===== src/rtl/e203_subsys_pll_ctrl_pkg.sv =====
// Shared constants and types for the E203 subsystem PLL sequencer.
package e203_subsys_pll_ctrl_pkg;

  typedef enum logic [2:0] {
    PLLC_RST   = 3'd0,
    PLLC_LOCK  = 3'd1,
    PLLC_SWON  = 3'd2,
    PLLC_RUN   = 3'd3,
    PLLC_SWOFF = 3'd4,
    PLLC_SLEEP = 3'd5
  } pllc_state_e;

  localparam logic [1:0] OD_RST = 2'd1;
  localparam logic [7:0] M_RST  = 8'd32;
  localparam logic [4:0] N_RST  = 5'd1;

  typedef struct packed {
    logic [1:0] od;
    logic [7:0] m;
    logic [4:0] n;
  } pll_div_t;

  function automatic int unsigned max3(int unsigned a, int unsigned b, int unsigned c);
    int unsigned r;
    r = (a > b) ? a : b;
    return (r > c) ? r : c;
  endfunction

endpackage


===== src/rtl/e203_subsys_pll_ctrl.sv =====
// PLL bring-up / reconfigure / sleep sequencer on the reference-clock domain.
// Drives every PLL control pin and the clock-mux select; all outputs registered.
module e203_subsys_pll_ctrl
  import e203_subsys_pll_ctrl_pkg::*;
#(
  parameter int unsigned RST_CYC  = 16,
  parameter int unsigned LOCK_CYC = 1024,
  parameter int unsigned SW_CYC   = 4,
  parameter logic [1:0]  OD_RST   = e203_subsys_pll_ctrl_pkg::OD_RST,
  parameter logic [7:0]  M_RST    = e203_subsys_pll_ctrl_pkg::M_RST,
  parameter logic [4:0]  N_RST    = e203_subsys_pll_ctrl_pkg::N_RST
) (
  input  logic       clk,
  input  logic       rst_n,
  input  logic       cfg_valid,
  output logic       cfg_ready,
  input  logic [1:0] cfg_od,
  input  logic [7:0] cfg_m,
  input  logic [4:0] cfg_n,
  input  logic       sleep_req,
  output logic       pll_asleep,
  output logic       pll_RESET,
  output logic [1:0] pll_OD,
  output logic [7:0] pll_M,
  output logic [4:0] pll_N,
  output logic       pll_clksel,
  output logic       pll_locked,
  output logic       busy
);

  localparam int unsigned CW = $clog2(max3(RST_CYC, LOCK_CYC, SW_CYC)) + 1;
  localparam logic [CW-1:0] RST_LD  = CW'(RST_CYC - 1);
  localparam logic [CW-1:0] LOCK_LD = CW'(LOCK_CYC - 1);
  localparam logic [CW-1:0] SW_LD   = CW'(SW_CYC - 1);
  localparam pll_div_t DIV_RST = '{od: OD_RST, m: M_RST, n: N_RST};

  pllc_state_e   state_q;
  logic [CW-1:0] cnt_q;
  logic          ready_q, asleep_q, rst_q, clksel_q, locked_q, busy_q, tgt_sleep_q;
  pll_div_t      div_q, pend_q;
  pll_div_t      cfg_in;

  assign cfg_in = '{od: cfg_od, m: cfg_m, n: cfg_n};

  // Reset counts as entry into RST, so the counter starts preloaded for it.
  always_ff @(posedge clk or negedge rst_n) begin
    if (!rst_n) begin
      state_q     <= PLLC_RST;
      cnt_q       <= RST_LD;
      ready_q     <= 1'b0;
      asleep_q    <= 1'b0;
      rst_q       <= 1'b1;
      clksel_q    <= 1'b0;
      locked_q    <= 1'b0;
      busy_q      <= 1'b1;
      tgt_sleep_q <= 1'b0;
      div_q       <= DIV_RST;
      pend_q      <= DIV_RST;
    end else begin
      case (state_q)
        PLLC_RST: begin
          if (cnt_q == '0) begin
            state_q <= PLLC_LOCK;
            cnt_q   <= LOCK_LD;
            rst_q   <= 1'b0;
          end else cnt_q <= cnt_q - 1'b1;
        end
        PLLC_LOCK: begin
          if (cnt_q == '0) begin
            state_q  <= PLLC_SWON;
            cnt_q    <= SW_LD;
            clksel_q <= 1'b1;
          end else cnt_q <= cnt_q - 1'b1;
        end
        PLLC_SWON: begin
          if (cnt_q == '0) begin
            state_q  <= PLLC_RUN;
            locked_q <= 1'b1;
            busy_q   <= 1'b0;
            ready_q  <= ~sleep_req;
          end else cnt_q <= cnt_q - 1'b1;
        end
        PLLC_RUN: begin
          // A sleep request overrides any configuration offered in the same cycle.
          if (sleep_req || (cfg_valid && ready_q)) begin
            state_q     <= PLLC_SWOFF;
            cnt_q       <= SW_LD;
            tgt_sleep_q <= sleep_req;
            if (!sleep_req) pend_q <= cfg_in;
            ready_q     <= 1'b0;
            clksel_q    <= 1'b0;
            locked_q    <= 1'b0;
            busy_q      <= 1'b1;
          end else ready_q <= 1'b1;
        end
        PLLC_SWOFF: begin
          if (cnt_q == '0) begin
            rst_q <= 1'b1;
            if (tgt_sleep_q) begin
              state_q  <= PLLC_SLEEP;
              asleep_q <= 1'b1;
              busy_q   <= 1'b0;
              ready_q  <= 1'b1;
            end else begin
              state_q <= PLLC_RST;
              cnt_q   <= RST_LD;
              div_q   <= pend_q;
            end
          end else cnt_q <= cnt_q - 1'b1;
        end
        PLLC_SLEEP: begin
          if (cfg_valid && ready_q) div_q <= cfg_in;
          if (!sleep_req) begin
            state_q  <= PLLC_RST;
            cnt_q    <= RST_LD;
            asleep_q <= 1'b0;
            ready_q  <= 1'b0;
            busy_q   <= 1'b1;
          end
        end
        default: begin
          state_q  <= PLLC_RST;
          cnt_q    <= RST_LD;
          rst_q    <= 1'b1;
          asleep_q <= 1'b0;
          clksel_q <= 1'b0;
          locked_q <= 1'b0;
          busy_q   <= 1'b1;
          ready_q  <= 1'b0;
        end
      endcase
    end
  end

  assign cfg_ready  = ready_q;
  assign pll_asleep = asleep_q;
  assign pll_RESET  = rst_q;
  assign pll_OD     = div_q.od;
  assign pll_M      = div_q.m;
  assign pll_N      = div_q.n;
  assign pll_clksel = clksel_q;
  assign pll_locked = locked_q;
  assign busy       = busy_q;

endmodule


===== config.mk =====
export PLATFORM = sky130hd
export DESIGN_NAME = e203_subsys_pll_ctrl
export DESIGN_NICKNAME = d
export VERILOG_FILES = /design/src/rtl/e203_subsys_pll_ctrl_pkg.sv /design/src/rtl/e203_subsys_pll_ctrl.sv
export SDC_FILE = /design/constraint.sdc
export NUM_CORES = 1
export LEC_CHECK = 0
export BUFFER_PORTS_ARGS = -buffer_cell sky130_fd_sc_hd__buf_4
export CAP_MARGIN = 30
export CORE_ASPECT_RATIO = 0.75
export CORE_MARGIN = 3
export CORE_UTILIZATION = 50
export DETAILED_ROUTE_END_ITERATION = 8
export HOLD_SLACK_MARGIN = 0.02
export PLACE_DENSITY = 0.83
export REMOVE_ABC_BUFFERS = 1
export SLEW_MARGIN = 20
export SYNTH_ARGS = -nofsm -noshare
export SYNTH_HDL_FRONTEND = slang
export SYNTH_SLANG_ARGS = --single-unit

===== constraint.sdc =====
create_clock -name clk -period 1.7 [get_ports clk]
set_input_delay 0.17 -clock clk [delete_from_list [all_inputs] [get_ports clk]]
set_output_delay 0.17 -clock clk [all_outputs]
set_load 0.01 [all_outputs]

==> results of run 1 <==
## worst paths after layout
check	start	to	slack [ps]	cells past startpoint
setup / recovery	cnt_q[1]	cnt_q[7]	-410	8
hold / removal	cfg_m[2]	pend_q[7]	70	2
setup reg to reg	cnt_q[1]	cnt_q[7]	-410	8
hold reg to reg	pll_N[0]	pll_N[0]	510	2
max in group asynchronous	rst_n	state_q[0]	830	2
min in group asynchronous	rst_n	pend_q[2]	410	2
## worst reg2reg max path, cell delays in order, from the launching register on
cell and delay, ps:
dfstp_2 390, buf_4 120, buf_4 120, or3_1 390
buf_4 200, a31oi_1 260, a31oi_1 120, o31ai_2 250
a32o_1 190
## area by class of cell
cell class / count / area (sq um) / area share, %
sequential: 51 / 1290 / 32.0
tap: 72 / 90.1 / 2.22
multi-input combinational: 185 / 1640 / 40.5
clock buffer: 6 / 72.6 / 1.79
clock inverter: 2 / 16.3 / 0.402
timing repair buffer: 104 / 903 / 22.3
inverter: 9 / 33.8 / 0.834
## cell families (layout without fill, tap and decap cells)
family          after synthesis  count (layout)  share of synthesized area [%]
fa+ha+maj                     2               2                          0.912
flops                        51              51                           47.1
simple gates                 65              65                           12.8
compound gates               86              87                           22.1
buf+inv                      26             121                           5.06
mux                          31              31                           12.0
## synth_stat cells (2+ instances only)
master and count:
nand4b_1 2, inv_1 9, nand2b_1 3, clkbuf_1 4
nor2_1 28, a22oi_1 2, a31oi_1 7, nand3_1 3
mux2i_1 16, a22o_1 2, a21oi_2 10, o211ai_1 2
a32o_1 2, ha_1 2, mux2_2 11, nand4_1 3
nor2_2 2, o22a_1 5, nor3_1 6, buf_4 3
dfstp_2 12, buf_2 6, a21o_1 2, mux2_1 4
a21oi_1 28, o21ai_0 6, dfrtp_1 39, o31ai_1 2
o21ai_1 2, o22ai_1 3, or3_1 3, a2bb2oi_1 2
o32a_1 3, nand2_1 6, buf_6 3
## repair_timing
action / in CTS / in global routing
hold buffers: 1 / 0
pin swaps: 23 / 13
setup buffers: 9 / 8
resized for setup: 67 / 23
cloned: 3 / 0
setup endpoints to repair: 35 / 50
endpoints found under the hold margin: 39 / 0
## registers in the layout, indices dropped and copies added, names as in the netlist
name,cells
pll_asleep,1
pll_OD,2
pll_clksel,1
pend_q,15
cnt_q,11
pll_RESET,1
pll_locked,1
cfg_ready,1
pll_N,5
pll_M,8
state_q,3
busy,1
tgt_sleep_q,1
## routing by layer
layer	track usage, %	up-vias
met5	0	-
met4	10.5	0
met3	4.63	75
met2	44.9	216
met1	34.3	1332
li1	-	1167
## power groups by stage
stage	logic, W	clock network (W)	registers [W]
floorplan	0.0000182	0	0.00124
global placement	0.0000842	0	0.00124
detailed placement	0.0000865	0	0.00124
CTS	0.0000887	0.000733	0.00121
global route	0.000100	0.000794	0.00121
finish	0.0000889	0.000753	0.00121
## per-stage QoR
stage          power (W)  cells  utilization (%)  TNS, ps
3_3_place_gp     0.00132    404             67.3    -4760
4_1_cts          0.00204    422             76.6    -6030
2_1_floorplan    0.00125    244                -   -30710
5_1_grt          0.00211    429             79.5   -13130
6_report         0.00206    429             79.5   -10270
3_5_place_dp     0.00132    404             67.3    -7160
==> metrics.log, run 1 <==
INFO  metric status = finished with violations
INFO  metric violated_checks = setup timing
INFO  metric hpwlAfterDp = 4.92 mm
INFO  metric tritoncts_num_sinks = 51
INFO  metric synth_ff_type = dfrtp_1
INFO  metric fraction_of_layout_instances_using_a_drive_strength_above_1 = 56.6%
INFO  metric wl_met3 = 876 um
INFO  metric async_set_or_reset_register_ratio_after_synthesis = 100%
INFO  metric worst-endpoint-required = 1960 ps
INFO  metric overflow = 0
INFO  metric p_int = 0.00155 W
INFO  metric drv.max_cap_violation_count = 0
INFO  metric worst_slew_pin_slew = 655 ps
INFO  metric synth-seq-area-share = 47.1%
INFO  metric wl_met1 = 3.75 mm
INFO  metric post_synth_top_area_share = 35.6%
INFO  metric fin_skew = 7.67 ps
INFO  metric grt_first_pass_wirelength = 13.7 mm
INFO  metric die-area = 6420 sq um
INFO  metric hold_slack = 72.6 ps
INFO  metric cts_tree = done
INFO  metric timing.critical_path.arrival = 2370 ps
INFO  metric clk-insertion-delay-late = 320 ps
INFO  metric grt_pass1_vias = 2706
INFO  metric fp.dieH = 70.1 um
INFO  metric final_common_cell = buf_4
INFO  metric critPathKind = flop to flop
INFO  metric crit_top_cell = buf_4
INFO  metric hold_viol = 0
INFO  metric routabilityCongestion = 0.901
INFO  metric grt_start_max_net_pins = 52
INFO  metric width_of_the_die = 91.5 um
INFO  metric antenna_violations_before_repair = 0
INFO  metric cp-end-kind = flop
INFO  metric io_pins = 40
INFO  metric cp_startpoint_kind = flop
INFO  metric num_rows = 22
INFO  metric post_detailed_placement_cell_area = 3430 sq um
INFO  metric top_layer_used = met4
INFO  metric switching_share = 24.7%
INFO  metric synth_enable_flop_cells = 0
INFO  metric crit_fanout = 7
INFO  metric combinationalPowerShare = 4.3%
INFO  metric syn-instance-count = 261
INFO  metric highest_clock_frequency_the_design_can_meet = 474 MHz
INFO  metric yosys_warnings = 0
INFO  metric p_clk_share = 36.6%
INFO  metric synth_area = 2740 sq um
INFO  metric synth_seq_cells = 51
INFO  metric dr_wl_met2 = 4.40 mm
INFO  metric cts.reportedPaths.clkPinSlew = 100 ps
INFO  metric commonest_cells_after_routing_fill_and_taps_aside = buf_4, dfrtp_1, a21oi_2, nor2_1, mux2i_1
INFO  metric cpMaxStageDelayCell = dfstp_2
INFO  metric final_critical_path_time_including_i_o_delays_and_setup = 2110 ps
INFO  metric worst_path_largest_cell_delay = 390 ps
INFO  metric finalWorstSetupSlack = -408 ps
INFO  metric grt_usage = 26.7%
INFO  metric routed_via_density = 6.50
INFO  metric report.final.setup_viol = 46
INFO  metric timing_max_transition_violations_final = 0
INFO  metric wl_per_cell = 22.5 um
INFO  metric drtIter0Drc = 344
INFO  metric cts_inserted_buffers = 5
INFO  metric drc = 0
INFO  metric placeableCoreArea = 5090 sq um
INFO  metric buffer_ports.inserted = 39
INFO  metric synth_top_area_cell = dfrtp_1
INFO  metric routed-via-count = 2790
INFO  metric final_min_period_over_clock_period = 124%
INFO  metric floorplan.initialDensity = 53.9%
INFO  metric synth.lib_cells_used.distinct = 53
INFO  metric power.density = 508 nW/um^2
INFO  metric critPathTopFamily = compound AO/OA/AOI/OAI gates
INFO  metric drt_pass1_iterations = 6
INFO  metric post_synth.cell_area_avg = 10.5 sq um
INFO  metric critical_path.cell_chain = buf_4 -> buf_4 -> or3_1 -> buf_4 -> a31oi_1 -> a31oi_1 -> o31ai_2 -> a32o_1
INFO  metric power.share.sequential = 59.0%
INFO  metric synthTopCellsByArea = dfrtp_1, dfstp_2, mux2i_1, a21oi_1, mux2_2
INFO  metric slew_headroom = 56.3%
INFO  metric irDropWorstVdd = 0.622 mV
INFO  metric syn2layout_area_growth = 47.6%
INFO  metric clock-root-buffer = clkbuf_8
INFO  metric layout.cell_area.non_filler = 4050 sq um
INFO  metric dp_slack = -303 ps
INFO  metric rsz0062_at_grt = true
INFO  metric clock_tree.htree_level_count = 2
INFO  metric holdCritPathClass = input port to flop
INFO  metric leakagePower = 1.85 nW
INFO  metric clock_path_buffers = 2
INFO  metric nets_finish = 377
INFO  metric insertedDiodeCount = 0
INFO  metric worst-path-buf-inv = 3
INFO  metric power_switching = 0.000508 W
INFO  metric postRouteWirelength = 9.66 mm
INFO  metric ant_nets = 0
INFO  metric fillers = 268
Note: power is estimated with default switching activity, not from simulation.
==> inputs of run 2 (changes only) <==
--- a/config.mk
+++ b/config.mk
@@ -13,6 +13,7 @@
 export DETAILED_ROUTE_END_ITERATION = 8
 export HOLD_SLACK_MARGIN = 0.02
 export PLACE_DENSITY = 0.83
+export RECOVER_POWER = 50
 export REMOVE_ABC_BUFFERS = 1
 export SLEW_MARGIN = 20
 export SYNTH_ARGS = -nofsm -noshare
==> metrics.log, run 2 (synthesis gave the netlist of run 1 again) <==
INFO  metric power.density = 508 nW/um^2 (about the same)
INFO  metric drt_pass1_iterations = 6 (unchanged)
INFO  metric critPathKind = flop to flop (unchanged)
INFO  metric worst-endpoint-required = 1960 ps (about the same)
INFO  metric hold_viol = 0 (unchanged)
INFO  metric drv.max_cap_violation_count = 0 (unchanged)
INFO  metric holdCritPathClass = input port to flop (unchanged)
INFO  metric cts_tree = done (unchanged)
INFO  metric rsz0062_at_grt = true (unchanged)
INFO  metric commonest_cells_after_routing_fill_and_taps_aside = buf_4, dfrtp_1, a21oi_2, nor2_1, mux2i_1 (unchanged)
INFO  metric report.final.setup_viol = 46 (unchanged)
INFO  metric grt_pass1_vias = 2706 (unchanged)
INFO  metric wl_per_cell = 22.5 um (about the same)
INFO  metric ant_nets = 0 (unchanged)
INFO  metric width_of_the_die = 91.5 um (unchanged)
INFO  metric finalWorstSetupSlack = -408 ps (about the same)
INFO  metric clock_path_buffers = 2 (unchanged)
INFO  metric cp_startpoint_kind = flop (unchanged)
INFO  metric placeableCoreArea = 5090 sq um (unchanged)
INFO  metric leakagePower = 1.85 nW (about the same)
INFO  metric clk-insertion-delay-late = 320 ps (about the same)
INFO  metric post_detailed_placement_cell_area = 3430 sq um (unchanged)
INFO  metric status = finished with violations (unchanged)
INFO  metric final_critical_path_time_including_i_o_delays_and_setup = 2110 ps (about the same)
INFO  metric die-area = 6420 sq um (unchanged)
INFO  metric final_common_cell = buf_4 (unchanged)
INFO  metric flip_flop_count_of_the_largest_register_after_layout = 15 (unchanged)
INFO  metric clock_tree.htree_level_count = 2 (unchanged)
INFO  metric routed-via-count = 2795 (was 2790)
INFO  metric grt_usage = 26.7% (unchanged)
INFO  metric timing.critical_path.arrival = 2370 ps (about the same)
INFO  metric cpMaxStageDelayCell = dfstp_2 (unchanged)
INFO  metric buffer_ports.inserted = 39 (unchanged)
INFO  metric drc = 0 (unchanged)
INFO  metric cts.reportedPaths.clkPinSlew = 100 ps (about the same)
INFO  metric routabilityCongestion = 0.901 (unchanged)
INFO  metric cp-end-kind = flop (unchanged)
INFO  metric routed_via_density = 6.52 (was 6.50)
INFO  metric highest_clock_frequency_the_design_can_meet = 474 MHz (about the same)
INFO  metric syn2layout_area_growth = 47.5% (was 47.6%)
INFO  metric slew_headroom = 15.0% (was 56.3%)
INFO  metric final_min_period_over_clock_period = 124% (about the same)
INFO  metric top_register = pend_q (unchanged)
INFO  metric irDropWorstVdd = 0.621 mV (was 0.622 mV)
INFO  metric violated_checks = setup timing (unchanged)
INFO  metric grt_start_max_net_pins = 52 (unchanged)
INFO  metric postRouteWirelength = 9.67 mm (was 9.66 mm)
INFO  metric timing_max_transition_violations_final = 0 (unchanged)
INFO  metric postLayoutCoreUtil = 79.5% (about the same)
INFO  metric io_pins = 40 (unchanged)
INFO  metric worst_slew_pin_slew = 1280 ps (was 655 ps)
INFO  metric crit_fanout = 7 (unchanged)
INFO  metric fp.dieH = 70.1 um (unchanged)
INFO  metric hpwlAfterDp = 4.92 mm (unchanged)
INFO  metric cts_inserted_buffers = 5 (unchanged)
INFO  metric clock-root-buffer = clkbuf_8 (unchanged)
INFO  metric floorplan.initialDensity = 53.9% (unchanged)
INFO  metric antenna_violations_before_repair = 0 (unchanged)
INFO  metric crit_top_cell = buf_4 (unchanged)
INFO  metric layout.cell_area.non_filler = 4050 sq um (about the same)
INFO  metric fraction_of_layout_instances_using_a_drive_strength_above_1 = 56.6% (unchanged)
INFO  metric grt_first_pass_wirelength = 13.7 mm (unchanged)
INFO  metric totalNegativeSetupSlack = -10280 ps (was -10270 ps)
INFO  metric fin_skew = 7.73 ps (was 7.67 ps)
INFO  metric worst_path_largest_cell_delay = 390 ps (about the same)
INFO  metric critical_path.cell_chain = buf_4 -> buf_4 -> or3_1 -> buf_4 -> a31oi_1 -> a31oi_1 -> o31ai_2 -> a32o_1 (unchanged)
INFO  metric insertedDiodeCount = 0 (unchanged)
INFO  metric drtIter0Drc = 344 (unchanged)
INFO  metric overflow = 0 (unchanged)
INFO  metric nets_finish = 377 (unchanged)
INFO  metric num_rows = 22 (unchanged)
INFO  metric tritoncts_num_sinks = 51 (unchanged)
## run 2: layout make-up
cell class / instances / area (sq um)
clock buffer: 6 / 72.6
clock inverter: 2 / 16.3
fill: 269 / 1050
inverter: 9 / 33.8
multi-input combinational: 185 / 1640
sequential: 51 / 1290
tap: 72 / 90.1
timing repair buffer: 104 / 901
## run 2: worst max-delay path, delay by kind of cell (launching register included)
family                 cells  cell delay, ps
AOI/OAI and AO/OA          4             820
buffers and inverters      3             440
DFF                        1             390
and+or+nand+nor            1             390
## run 2: where the power goes
group | switching, W | leakage, nW | internal [W] | total [W]
combinational | 0.0000520 | 1.17 | 0.0000361 | 0.0000880
clock | 0.000456 | 0.0418 | 0.000297 | 0.000753
sequential | 0 | 0.636 | 0.00121 | 0.00121
## run 2: per-stage QoR
step | instances | hold WS (ps) | total power [W] | setup slack, ps
floorplan | 244 | -126 | 0.00125 | -884
global placement | 404 | 244 | 0.00132 | -208
detailed placement | 404 | 241 | 0.00132 | -303
CTS | 422 | 76.6 | 0.00204 | -300
global route | 429 | 67.4 | 0.00211 | -501
finish | 429 | 72.7 | 0.00206 | -408
## run 2: metal layers
layer | vias up | wire length [um] | global-route usage [%]
met4 | 0 | 655 | 10.5
met2 | 215 | 4390 | 44.9
li1 | 1166 | - | -
met3 | 79 | 882 | 4.63
met1 | 1335 | 3750 | 34.3
met5 | - | 0 | 0
## run 2: worst paths after layout
| path | start | to | slack [ps] | cells after the start |
|---|---|---|---|---|
| worst max-delay path | cnt_q[1] | cnt_q[7] | -410 | 8 |
| worst min-delay path | cfg_m[2] | pend_q[7] | 70 | 2 |
| worst max register to register | cnt_q[1] | cnt_q[7] | -410 | 8 |
| min in group asynchronous | rst_n | pend_q[2] | 650 | 2 |
| worst min register to register | pll_N[0] | pll_N[0] | 510 | 2 |
| max in group asynchronous | rst_n | state_q[0] | 210 | 2 |
## run 2: what timing repair did
| action | in CTS | in global routing |
|---|---|---|
| resized for setup | 67 | 23 |
| endpoints found under the setup margin | 35 | 50 |
| pin swaps | 23 | 13 |
| hold endpoints to repair | 39 | 0 |
| buffers inserted | 9 | 8 |
| gates cloned | 3 | 0 |
| hold buffers | 1 | 0 |
